`src/rtl/fetch_bus_arbiter.sv`:
```
// rtl/fetch_bus_arbiter.sv - round-robin arbiter sharing one W_* bus between four thread fetch ports
// Optional bus-wait timeout is built when FETCH_ARB_TIMEOUT_EN is defined.
module fetch_bus_arbiter #(
    parameter int N_THREADS = 4,
    parameter int AW        = 32,
    parameter int DW        = 32,
    parameter int TIMEOUT   = 15
) (
    input  logic                   clk,
    input  logic                   rst_n,
    input  logic [N_THREADS-1:0]   req,
    input  logic [N_THREADS-1:0]   wr,
    input  logic [N_THREADS*AW-1:0] addr,
    input  logic [N_THREADS*DW-1:0] wdata,
    output logic [N_THREADS-1:0]   ack,
    output logic [DW-1:0]          rdata,
    output logic [N_THREADS-1:0]   grant,
    output logic                   err,
    output logic [AW-1:0]          W_ADDR,
    output logic [DW-1:0]          W_DATA_O,
    output logic                   W_WRITE,
    output logic                   W_STB,
    input  logic                   W_ACK,
    input  logic [DW-1:0]          W_DATA_I
);

    typedef enum logic [1:0] {
        IDLE = 2'd0,
        BUS  = 2'd1,
        RESP = 2'd2
    } state_t;

    // The 2-bit thread id ties the arbiter to exactly four requesters.
    if (N_THREADS != 4 || TIMEOUT < 1) begin : g_bad_cfg
        $error("fetch_bus_arbiter: N_THREADS must be 4 and TIMEOUT at least 1");
    end

    state_t                 state_q, state_d;
    logic [1:0]             last_q, last_d;
    logic [1:0]             owner_q, owner_d;
    logic [N_THREADS-1:0]   grant_q, grant_d;
    logic [N_THREADS-1:0]   ack_q, ack_d;
    logic [DW-1:0]          rdata_q, rdata_d;
    logic                   stb_q, stb_d;
    logic                   write_q, write_d;
    logic [AW-1:0]          addr_q, addr_d;
    logic [DW-1:0]          data_q, data_d;

`ifdef FETCH_ARB_TIMEOUT_EN
    localparam int CW = $clog2(TIMEOUT + 1);
    logic [CW-1:0]          cnt_q, cnt_d;
    logic                   err_q, err_d;
`endif

    logic                   win_valid;
    logic [1:0]             win_idx;

    // Search last+1, last+2, ... last+4 (mod 4); the first requester found wins.
    always_comb begin
        logic [1:0] idx;
        win_valid = 1'b0;
        win_idx   = last_q;
        for (int i = 1; i <= 4; i++) begin
            idx = last_q + 2'(i);
            if (!win_valid && req[idx]) begin
                win_valid = 1'b1;
                win_idx   = idx;
            end
        end
    end

    always_comb begin
        state_d = state_q;
        last_d  = last_q;
        owner_d = owner_q;
        grant_d = grant_q;
        ack_d   = ack_q;
        rdata_d = rdata_q;
        stb_d   = stb_q;
        write_d = write_q;
        addr_d  = addr_q;
        data_d  = data_q;
`ifdef FETCH_ARB_TIMEOUT_EN
        cnt_d   = cnt_q;
        err_d   = err_q;
`endif
        unique case (state_q)
            IDLE: begin
                if (win_valid) begin
                    addr_d           = addr[int'(win_idx)*AW +: AW];
                    data_d           = wdata[int'(win_idx)*DW +: DW];
                    write_d          = wr[win_idx];
                    owner_d          = win_idx;
                    grant_d          = '0;
                    grant_d[win_idx] = 1'b1;
                    stb_d            = 1'b1;
                    state_d          = BUS;
`ifdef FETCH_ARB_TIMEOUT_EN
                    cnt_d            = '0;
`endif
                end
            end
            BUS: begin
                if (W_ACK) begin
                    if (!write_q) begin
                        rdata_d = W_DATA_I;
                    end
                    stb_d   = 1'b0;
                    write_d = 1'b0;
                    ack_d   = grant_q;
                    last_d  = owner_q;
                    state_d = RESP;
                end
`ifdef FETCH_ARB_TIMEOUT_EN
                // Abandon a stalled bus: complete the thread with an error and a marker value.
                else if (cnt_q == CW'(TIMEOUT - 1)) begin
                    rdata_d = DW'(32'hDEAD_BEEF);
                    stb_d   = 1'b0;
                    write_d = 1'b0;
                    ack_d   = grant_q;
                    err_d   = 1'b1;
                    last_d  = owner_q;
                    state_d = RESP;
                end else begin
                    cnt_d = cnt_q + 1'b1;
                end
`endif
            end
            RESP: begin
                ack_d   = '0;
                grant_d = '0;
`ifdef FETCH_ARB_TIMEOUT_EN
                err_d   = 1'b0;
`endif
                state_d = IDLE;
            end
            default: begin
                state_d = IDLE;
            end
        endcase
    end

    always_ff @(posedge clk) begin
        if (!rst_n) begin
            state_q <= IDLE;
            last_q  <= 2'd3;
            owner_q <= 2'd0;
            grant_q <= '0;
            ack_q   <= '0;
            rdata_q <= '0;
            stb_q   <= 1'b0;
            write_q <= 1'b0;
            addr_q  <= '0;
            data_q  <= '0;
`ifdef FETCH_ARB_TIMEOUT_EN
            cnt_q   <= '0;
            err_q   <= 1'b0;
`endif
        end else begin
            state_q <= state_d;
            last_q  <= last_d;
            owner_q <= owner_d;
            grant_q <= grant_d;
            ack_q   <= ack_d;
            rdata_q <= rdata_d;
            stb_q   <= stb_d;
            write_q <= write_d;
            addr_q  <= addr_d;
            data_q  <= data_d;
`ifdef FETCH_ARB_TIMEOUT_EN
            cnt_q   <= cnt_d;
            err_q   <= err_d;
`endif
        end
    end

    assign ack      = ack_q;
    assign rdata    = rdata_q;
    assign grant    = grant_q;
    assign W_ADDR   = addr_q;
    assign W_DATA_O = data_q;
    assign W_WRITE  = write_q;
    assign W_STB    = stb_q;
`ifdef FETCH_ARB_TIMEOUT_EN
    assign err      = err_q;
`else
    assign err      = 1'b0;
`endif

endmodule

```
`config.mk`:
```
export PLATFORM = sky130hd
export DESIGN_NAME = fetch_bus_arbiter
export DESIGN_NICKNAME = d
export VERILOG_FILES = /design/src/rtl/fetch_bus_arbiter.sv
export SDC_FILE = /design/constraint.sdc
export NUM_CORES = 1
export LEC_CHECK = 0
export ABC_CLOCK_PERIOD_IN_PS = 2600
export CAP_MARGIN = 20
export CORE_AREA = 2 2 157 159
export DETAILED_ROUTE_END_ITERATION = 12
export DIE_AREA = 0 0 159 161
export GPL_TIMING_DRIVEN = 1
export PLACE_DENSITY = 0.75
export SLEW_MARGIN = 10
export SYNTH_ARGS = -nofsm -noshare
export SYNTH_HDL_FRONTEND = slang
export SYNTH_SLANG_ARGS = --single-unit
export TNS_END_PERCENT = 50
```
`constraint.sdc`:
```
create_clock -name clk -period 2.6 [get_ports clk]
set_input_delay 0.26 -clock clk [delete_from_list [all_inputs] [get_ports clk]]
set_output_delay 0.26 -clock clk [all_outputs]
set_load 0.02 [all_outputs]
```
==> Word-level counts from Yosys, hierarchy flattened <==
Cells that the tools add are included.
W data, S select, Z words.
{ "classes": {"addsub": 3, "magnitude_cmp": 6, "eq_ne": 4, "n_shift": 2, "mux": 32, "bitwise": 1, "reduce_logical": 18} }
{ "op_table": {"columns": ["cell", "n"], "rows": [
  ["$shiftx A128 B8 Y32", 2],
  ["$pmux W4 S2", 2],
  ["$lt A2 B3 Y1 const B", 5],
  ["$mux W1", 13],
  ["$mux W2", 6],
  ["$bmux W1 S2", 5],
  ["$reduce_and A2 Y1", 5],
  ["$mux W4", 2],
  ["$reduce_and A3 Y1", 2],
  ["$reduce_bool A2 Y1", 3],
  ["$add A2 B2 Y2 const B", 2],
  ["$logic_and A1 B1 Y1", 4],
  ["$ne A2 B2 Y1 const B", 2],
  ["$pmux W1 S2", 2],
  ["$pmux W2 S2", 1],
  ["$logic_not A1 Y1", 3],
  ["$add A2 B1 Y2 const B", 1],
  ["$demux W1 S2", 1],
  ["$eq A2 B1 Y1 const B", 1],
  ["$eq A2 B2 Y1 const B", 1],
  ["$ge A2 B1 Y1 const B", 1],
  ["$logic_not A2 Y1", 1],
  ["$not A1 Y1", 1]
]} }
{ "totals": {"regBits": 112, "inputBits": 299, "out_inout_bits": 107} }

==> Longest topological paths before layout <==
Gate-level depths: netlist of the first run.
{ "logic_depth": {"depth_word": 19, "mapped_depth": 8, "ltp_nobuf": 5} }

==> Least setup slack after synthesis of the first run <==
No wires, ideal clock.
{ "synth_timing": {"kind": "reg2reg", "from": "register last_q[1]", "to": "register addr_q[22], in the netlist W_ADDR[22]", "setup_time_ps": 122, "arrival_ps": 1880, "required_time_ps": 2478, "slack_ps": 598, "path_stages_with_launch": 8, "path_buffers": 2, "cell_sequence": "dfxtp_1 > buf_6 > mux2i_1 > nor2_2 > nor3_4 > buf_6 > mux2_2 > a221o_1"} }
{ "synth_via": {"elab_chain_cells": 14, "word_cells_on_any_way": 27, "classes_between": "add/sub (3); shift (1); mux (16); reduce/logical (7)"} }
{ "synth_lines": {"columns": ["item", "line_no", "rtl"], "rows": [
  ["from (decl)", "39", "logic [1:0] last_q, last_d;"],
  ["from (signal assigned)", "161", "last_q <= last_d;"],
  ["$add A2 B1 Y2", "64", "idx = last_q + 2'(i);"],
  ["$bmux W1 S2", "65", "if (!win_valid && req[idx]) begin"],
  ["$mux W1 (implied by the code)", "65", null],
  ["$mux W1", "65", null],
  ["$logic_not A1 Y1", "65", null],
  ["$logic_and A1 B1 Y1", "65", null],
  ["$mux W1", "65", null],
  ["$logic_not A1 Y1", "65", null],
  ["$logic_and A1 B1 Y1", "65", null],
  ["$mux W1", "65", null],
  ["$logic_not A1 Y1", "65", null],
  ["$logic_and A1 B1 Y1", "65", null],
  ["$mux W2 or $mux W1 (tied branches)", "65", null],
  ["$shiftx A128 B8 Y32 or $reduce_and A2 Y1 (tied branches)", null, null],
  ["to (signal assigned)", "168", "addr_q <= addr_d;"],
  ["to (decl)", "46", "logic [AW-1:0] addr_q, addr_d;"]
]} }
Several ways; a longest one is shown, not always the timed one. The select of a mux whose other input is x is not followed.
A chain may end at the register's enable or synchronous reset.

==> Worst setup path in the final report of the first run <==
{ "layout_timing": {"from": "register last_q[1]", "to": "register addr_q[6], in the netlist W_ADDR[6]"} }
The elaborated chain is that of the path after synthesis.

==> results of run 1 <==
[placed cells by master (no fill, tap or decap), types with 2 or more instances in the layout]
cell type,instances
buf_12,13
clkbuf_16,9
o31ai_1,66
inv_6,2
a221o_1,65
nand3_1,6
mux2i_1,3
diode_2,3
inv_1,3
nor2b_1,2
mux2_2,43
and3_1,66
mux2_1,22
a21o_1,2
clkdlybuf4s50_1,403
nand2_1,72
nor2_4,4
o21ai_0,2
nor2_1,13
buf_4,21
dfxtp_1,112
or2_2,3
nand4_1,65
a21oi_1,108
a2bb2oi_1,2
nor3_4,2
[registers in the layout, summed over array words and instances, names as in the netlist]
register	cells
W_ADDR	32
W_DATA_O	32
W_STB	1
W_WRITE	1
ack	4
grant	4
last_q	2
owner_q	2
rdata	32
state_q	2
[per-layer routing]
layer,vias to the layer above,wire (µm),track usage
met5,-,0,0
met4,0,951,0.0822
met2,449,14400,0.376
li1,3681,-,-
met1,3784,12500,0.285
met3,58,2730,0.0629
[cell type report]
| cell class | instances | area [µm²] | area share |
|---|---|---|---|
| Timing Repair Buffer | 437 | 4450 | 0.394 |
| Multi-Input combinational cell | 561 | 3900 | 0.345 |
| Sequential cell | 112 | 2240 | 0.198 |
| Tap cell | 324 | 405 | 0.0359 |
| Clock buffer | 10 | 229 | 0.0203 |
| Clock inverter | 6 | 50.0 | 0.00443 |
| Inverter | 4 | 15.0 | 0.00133 |
| Antenna cell | 3 | 7.51 | 0.000664 |
[per-stage QoR]
| stage | worst slack (ns) | instances |
|---|---|---|
| after global routing | 0.181 | 1457 |
| after CTS | 0.324 | 1454 |
| after floorplan | 0.598 | 776 |
| after global placement | 0.0412 | 1437 |
| final | 0.328 | 1457 |
| after detailed placement | -0.00470 | 1438 |
[final timing paths]
path / startpoint / slack, ns / endpoint / cells after the start
worst max-delay path: last_q[1] / 0.33 / W_ADDR[6] / 6
worst min-delay path: rst_n / 0.44 / last_q[0] / 3
worst max register to register: last_q[1] / 0.33 / W_ADDR[6] / 6
worst min register to register: rdata[8] / 0.46 / rdata[8] / 2
[worst max-delay path, delay by kind of cell, from the launching register on]
| family | cells | cell delay, ns |
|---|---|---|
| muxes | 2 | 0.74 |
| DFF | 1 | 0.47 |
| buffers and inverters | 1 | 0.37 |
| AOI/OAI and AO/OA | 1 | 0.31 |
| and+or+nand+nor | 2 | 0.28 |
[power breakdown]
group / internal [W] / leakage (nW) / switching (W)
registers: 0.00190 / 0.919 / 0.000117
clock network: 0.000669 / 0.135 / 0.000738
logic: 0.00117 / 3.32 / 0.00102
[kinds of logic after synthesis]
kind of cell,count (synthesis),share of synthesized area
compound gates,251,0.267
simple gates,241,0.198
flops,112,0.337
buf+inv,103,0.0832
mux,68,0.114
other cells,1,0.000563
==> impl_metrics.csv, run 1 <==
group,metric,value,unit
finish,drive_above_1_share,0.0973,
power,peakVddDrop,380,µV
clock_network,postCtsHoldBufs,0,
grt,grt_pass1_vias,7777,
die,num_rows,57,
clock_network,htree_levels,3,
timing,tightest_slew,0.933,ns
setup_path,cp_max_fo,23,
setup_path,cpMaxStageDelayCell,"dfxtp_1",
timing,slew_headroom,0.377,
route,first_pass_iters,5,
job,cap_viol_max_count,0,
synth,synth_most_common_cell,"dfxtp_1",
synth,synth_edf_count,0,
timing,fin_worst_skew,0.00953,ns
placement,port_buffers,404,
worst_hold_path,hold_path_class,"input port to register",
route,ant_nets,0,
synth,synth_area,6660,µm²
synth,ys_seq_area_frac,0.337,
power,leakage,4.37,nW
setup_path,path_class,"register to register",
grt,grt-ovfl-total,0,
finish,final_area,11300,µm²
placement,dpl-instance-area,11000,µm²
grt,antenna_found_initial,3,
synth,async_flop_share,0,
route,first_iter_violations,715,
die,die_h,161,µm
route,wire_per_inst,21.0,µm
finish,post-route-util,0.472,
synth,synth.top_cell.area_share,0.337,
synth,ys_warn_count,0,
die,start_util,0.278,
timing,period_share,0.874,
setup_path,slowest_delay,0.47,ns
clock_network,clock_sinks,112,
clock_network,post-cts-setup-buffers,0,
finish,areaGrowthSynthToFinish,69.7,%
clock_network,cts_root_buffer,"clkbuf_16",
finish,final_nets,1424,
timing,hold-worst-slack,0.435,ns
synth,netlist_instances,776,
timing,fin_tns_setup,0,ns
placement,routabilityCongestion,0.873,
power,p_total,0.00561,W
clock_network,clk_pin_slew,0.08,ns
route,viasPerCell,5.47,
synth,synth_ff_type,"dfxtp_1",
setup_path,crit_chain,"mux2i_1, nor2_4, nor3_4, buf_4, mux2_2, a221o_1",
synth,synth_commonest_cells,"dfxtp_1, a21oi_1, nand2_1",
timing,slew_violations,0,
route,drc,0,
timing,fmaxAchievable,440,MHz
grt,grt_max_degree,136,
grt,track_usage,0.228,
synth,ys_seq_elements,112,
finish,nFillCells,2286,
grt,grt_pass1_wl,46200,µm
timing,fin_crit,2.27,ns
setup_path,end_kind,"register",
synth,syn_nets,1075,
timing,hold_viol_final,0,
die,die_x,159,µm
synth,synth_area_leaders,"dfxtp_1, a221o_1, a21oi_1",
clock_network,clock_latency,0.36,ns
clock_network,clk_path_buf_depth,2,
timing,rsz0062_at_grt,"no",
synth,synth.distinct_cells,40,
setup_path,arrival,2.52,ns
route,wl,30600,µm
clock_network,cts_tree,"built",
clock_network,cts_resized,0,
die,ios,406,
setup_path,required,2.84,ns
setup_path,critPathLaunchType,"register",
placement,place_hpwl,21000,µm
run_status,outcome,"finished, final reports clean",
timing,setup_viol,0,
die,die_area,25600,µm²
die,core-area,24000,µm²
synth,syn_area_per_cell,8.58,µm²
power,p_per_area,497,nW/µm²
clock_network,tritoncts.num_buffers,9,
synth,yosysTopAreaCell,"dfxtp_1",
route,num_vias,7972,
Note: power is estimated with default switching activity, not from simulation.
==> run 2: changes to the inputs <==
Settings changed: ABC_AREA set to 1, CORE_AREA 2 2 157 159 to 2 2 158 160, DIE_AREA 0 0 159 161 to 0 0 160 162.
==> impl_metrics.csv, run 2 <==
group,metric,value,unit
power,peakVddDrop,342,µV
clock_network,htree_levels,3,
synth,synth_ff_type,"dfxtp_1",
clock_network,clock_sinks,112,
timing,rsz0062_at_grt,"no",
synth,yosysTopAreaCell,"dfxtp_1",
clock_network,cts_root_buffer,"clkbuf_16",
clock_network,clk_path_buf_depth,2,
placement,dpl-instance-area,11100,µm²
timing,fin_crit,2.30,ns
setup_path,slowest_delay,0.47,ns
synth,synth.top_cell.area_share,0.331,
finish,multi_input_area,3800,µm²
synth,ys_seq_elements,112,
timing,tightest_slew,0.945,ns
clock_network,tritoncts.num_buffers,9,
setup_path,r2r_start,"last_q[0]",
synth,ys_seq_area_frac,0.331,
setup_path,crit_chain,"buf_4, nand2_1, nand2_1, nand2_1, nand2_1, nand2_1, nand3_4, buf_4, nand3_1, nand2_1, nand2_1, nand3_1, nand2_1, inv_1",
setup_path,regToRegSetupSlack,0.30,ns
synth,synth_commonest_cells,"nand2_1, nand3_1, dfxtp_1",
synth,netlist_instances,1171,
route,viasPerCell,4.65,
placement,port_buffers,404,
power,p_per_area,671,nW/µm²
grt,grt_pass1_wl,43500,µm
grt,grt_max_degree,58,
route,drc,0,
finish,seqCellArea,2240,µm²
grt,track_usage,0.208,
timing,hold_viol_final,0,
route,wl,27700,µm
die,die_x,160,µm
grt,grt_pass1_vias,8237,
die,die_h,162,µm
finish,layout_common_cells,"nand2_1, clkdlybuf4s50_1, nand3_1",
timing,fin_worst_skew,0.0176,ns
route,first_pass_iters,5,
timing,slew_violations,0,
finish,final_area,11400,µm²
placement,place_hpwl,20400,µm
clock_network,cts_resized,0,
timing,fin_tns_setup,0,ns
finish,areaGrowthSynthToFinish,68.2,%
synth,synth_area_leaders,"dfxtp_1, nand2_1, nand3_1",
die,core-area,24100,µm²
timing,setup_viol,0,
route,wire_per_inst,14.9,µm
setup_path,reg2reg_depth,14,
job,cap_viol_max_count,0,
synth,synth_most_common_cell,"nand2_1",
die,ios,406,
setup_path,arrival,2.61,ns
clock_network,clock_latency,0.37,ns
setup_path,critPathLaunch,"last_q[0]",
setup_path,critical-path-top-delay-family,"simple AND/OR/NAND/NOR gates",
setup_path,setup.worst_path.end,"W_ADDR[19]",
setup_path,end_kind,"register",
die,num_rows,57,
worst_hold_path,hold_path_class,"input port to register",
route,first_iter_violations,545,
setup_path,cp_max_fo,44,
clock_network,cts_tree,"built",
placement,routabilityCongestion,0.910,
clock_network,post-cts-setup-buffers,0,
timing,period_share,0.883,
timing,slew_headroom,0.369,
setup_path,cp_num_buf_inv,3,
power,leakage,5.55,nW
finish,nFillCells,2442,
synth,synth_edf_count,0,
die,start_util,0.281,
route,ant_nets,0,
setup_path,cpMaxStageDelayCell,"dfxtp_1",
setup_path,path_common_cell,"nand2_1",
finish,instances_no_fill,1853,
finish,drive_above_1_share,0.0340,
clock_network,clk_pin_slew,0.09,ns
synth,synth.distinct_cells,25,
synth,syn_area_per_cell,5.78,µm²
finish,post-route-util,0.473,
placement,pre_cts_ws,-0.0221,ns
synth,synth_area,6770,µm²
setup_path,crit_cells,14,
grt,antenna_found_initial,1,
die,die_area,25900,µm²
grt,grt-ovfl-total,0,
setup_path,critPathLaunchType,"register",
synth,async_flop_share,0,
synth,syn_nets,1470,
route,num_vias,8610,
setup_path,required,2.92,ns
finish,final_nets,1822,
timing,setup_ws,0.303,ns
clock_network,postCtsHoldBufs,0,
finish,final_common_cell,"nand2_1",
placement,dp_cells,1836,
run_status,outcome,"finished, final reports clean",
synth,ys_warn_count,0,
setup_path,r2r_end,"W_ADDR[19]",
setup_path,path_class,"register to register",
timing,fmaxAchievable,435,MHz
==> run 2: final cells by class <==
class / count / area share
inverters: 78 / 0.0259
multi-input cells: 899 / 0.334
clock buffers: 9 / 0.0198
diodes: 1 / 0.000220
well taps: 324 / 0.0356
repair buffers: 423 / 0.379
clock inverters: 7 / 0.00912
flip-flops and latches: 112 / 0.197
==> run 2: how the worst min path moves through the flow <==
stage | start | to | slack [ns] | depth (start not counted)
floorplan | W_DATA_I[0] | rdata[0] | 0.39 | 2
global placement | W_STB | W_STB | 0.45 | 2
detailed placement | W_STB | W_STB | 0.46 | 2
CTS | rst_n | last_q[0] | 0.38 | 2
global route | rst_n | last_q[0] | 0.42 | 2
finish | rst_n | last_q[0] | 0.38 | 2
==> run 2: power breakdown <==
| group | total (W) | internal [W] | switching (W) |
|---|---|---|---|
| clock | 0.00155 | 0.000723 | 0.000826 |
| sequential | 0.00220 | 0.00203 | 0.000171 |
| combinational | 0.00389 | 0.00170 | 0.00219 |
==> run 2: cell families after synthesis <==
kind of cell           count (synthesis)  synth area share
flip-flops                           112             0.331
AO/OA/AOI/OAI                         50            0.0412
buffers and inverters                160             0.112
other                                  1          0.000554
AND/OR/NAND/NOR                      848             0.515
==> run 2: routing by layer <==
layer / wire length, µm / vias to the layer above / GRT usage
li1: - / 4347 / -
met1: 11300 / 3888 / 0.246
met2: 13700 / 336 / 0.367
met3: 2090 / 39 / 0.0557
met4: 579 / 0 / 0.0663
met5: 0 / - / 0
==> run 2: through the flow <==
stage | total power [W] | hold WS (ns)
floorplan | 0.00451 | 0.395
global placement | 0.00611 | 0.454
detailed placement | 0.00614 | 0.458
CTS | 0.00774 | 0.377
global route | 0.00821 | 0.421
finish | 0.00764 | 0.382
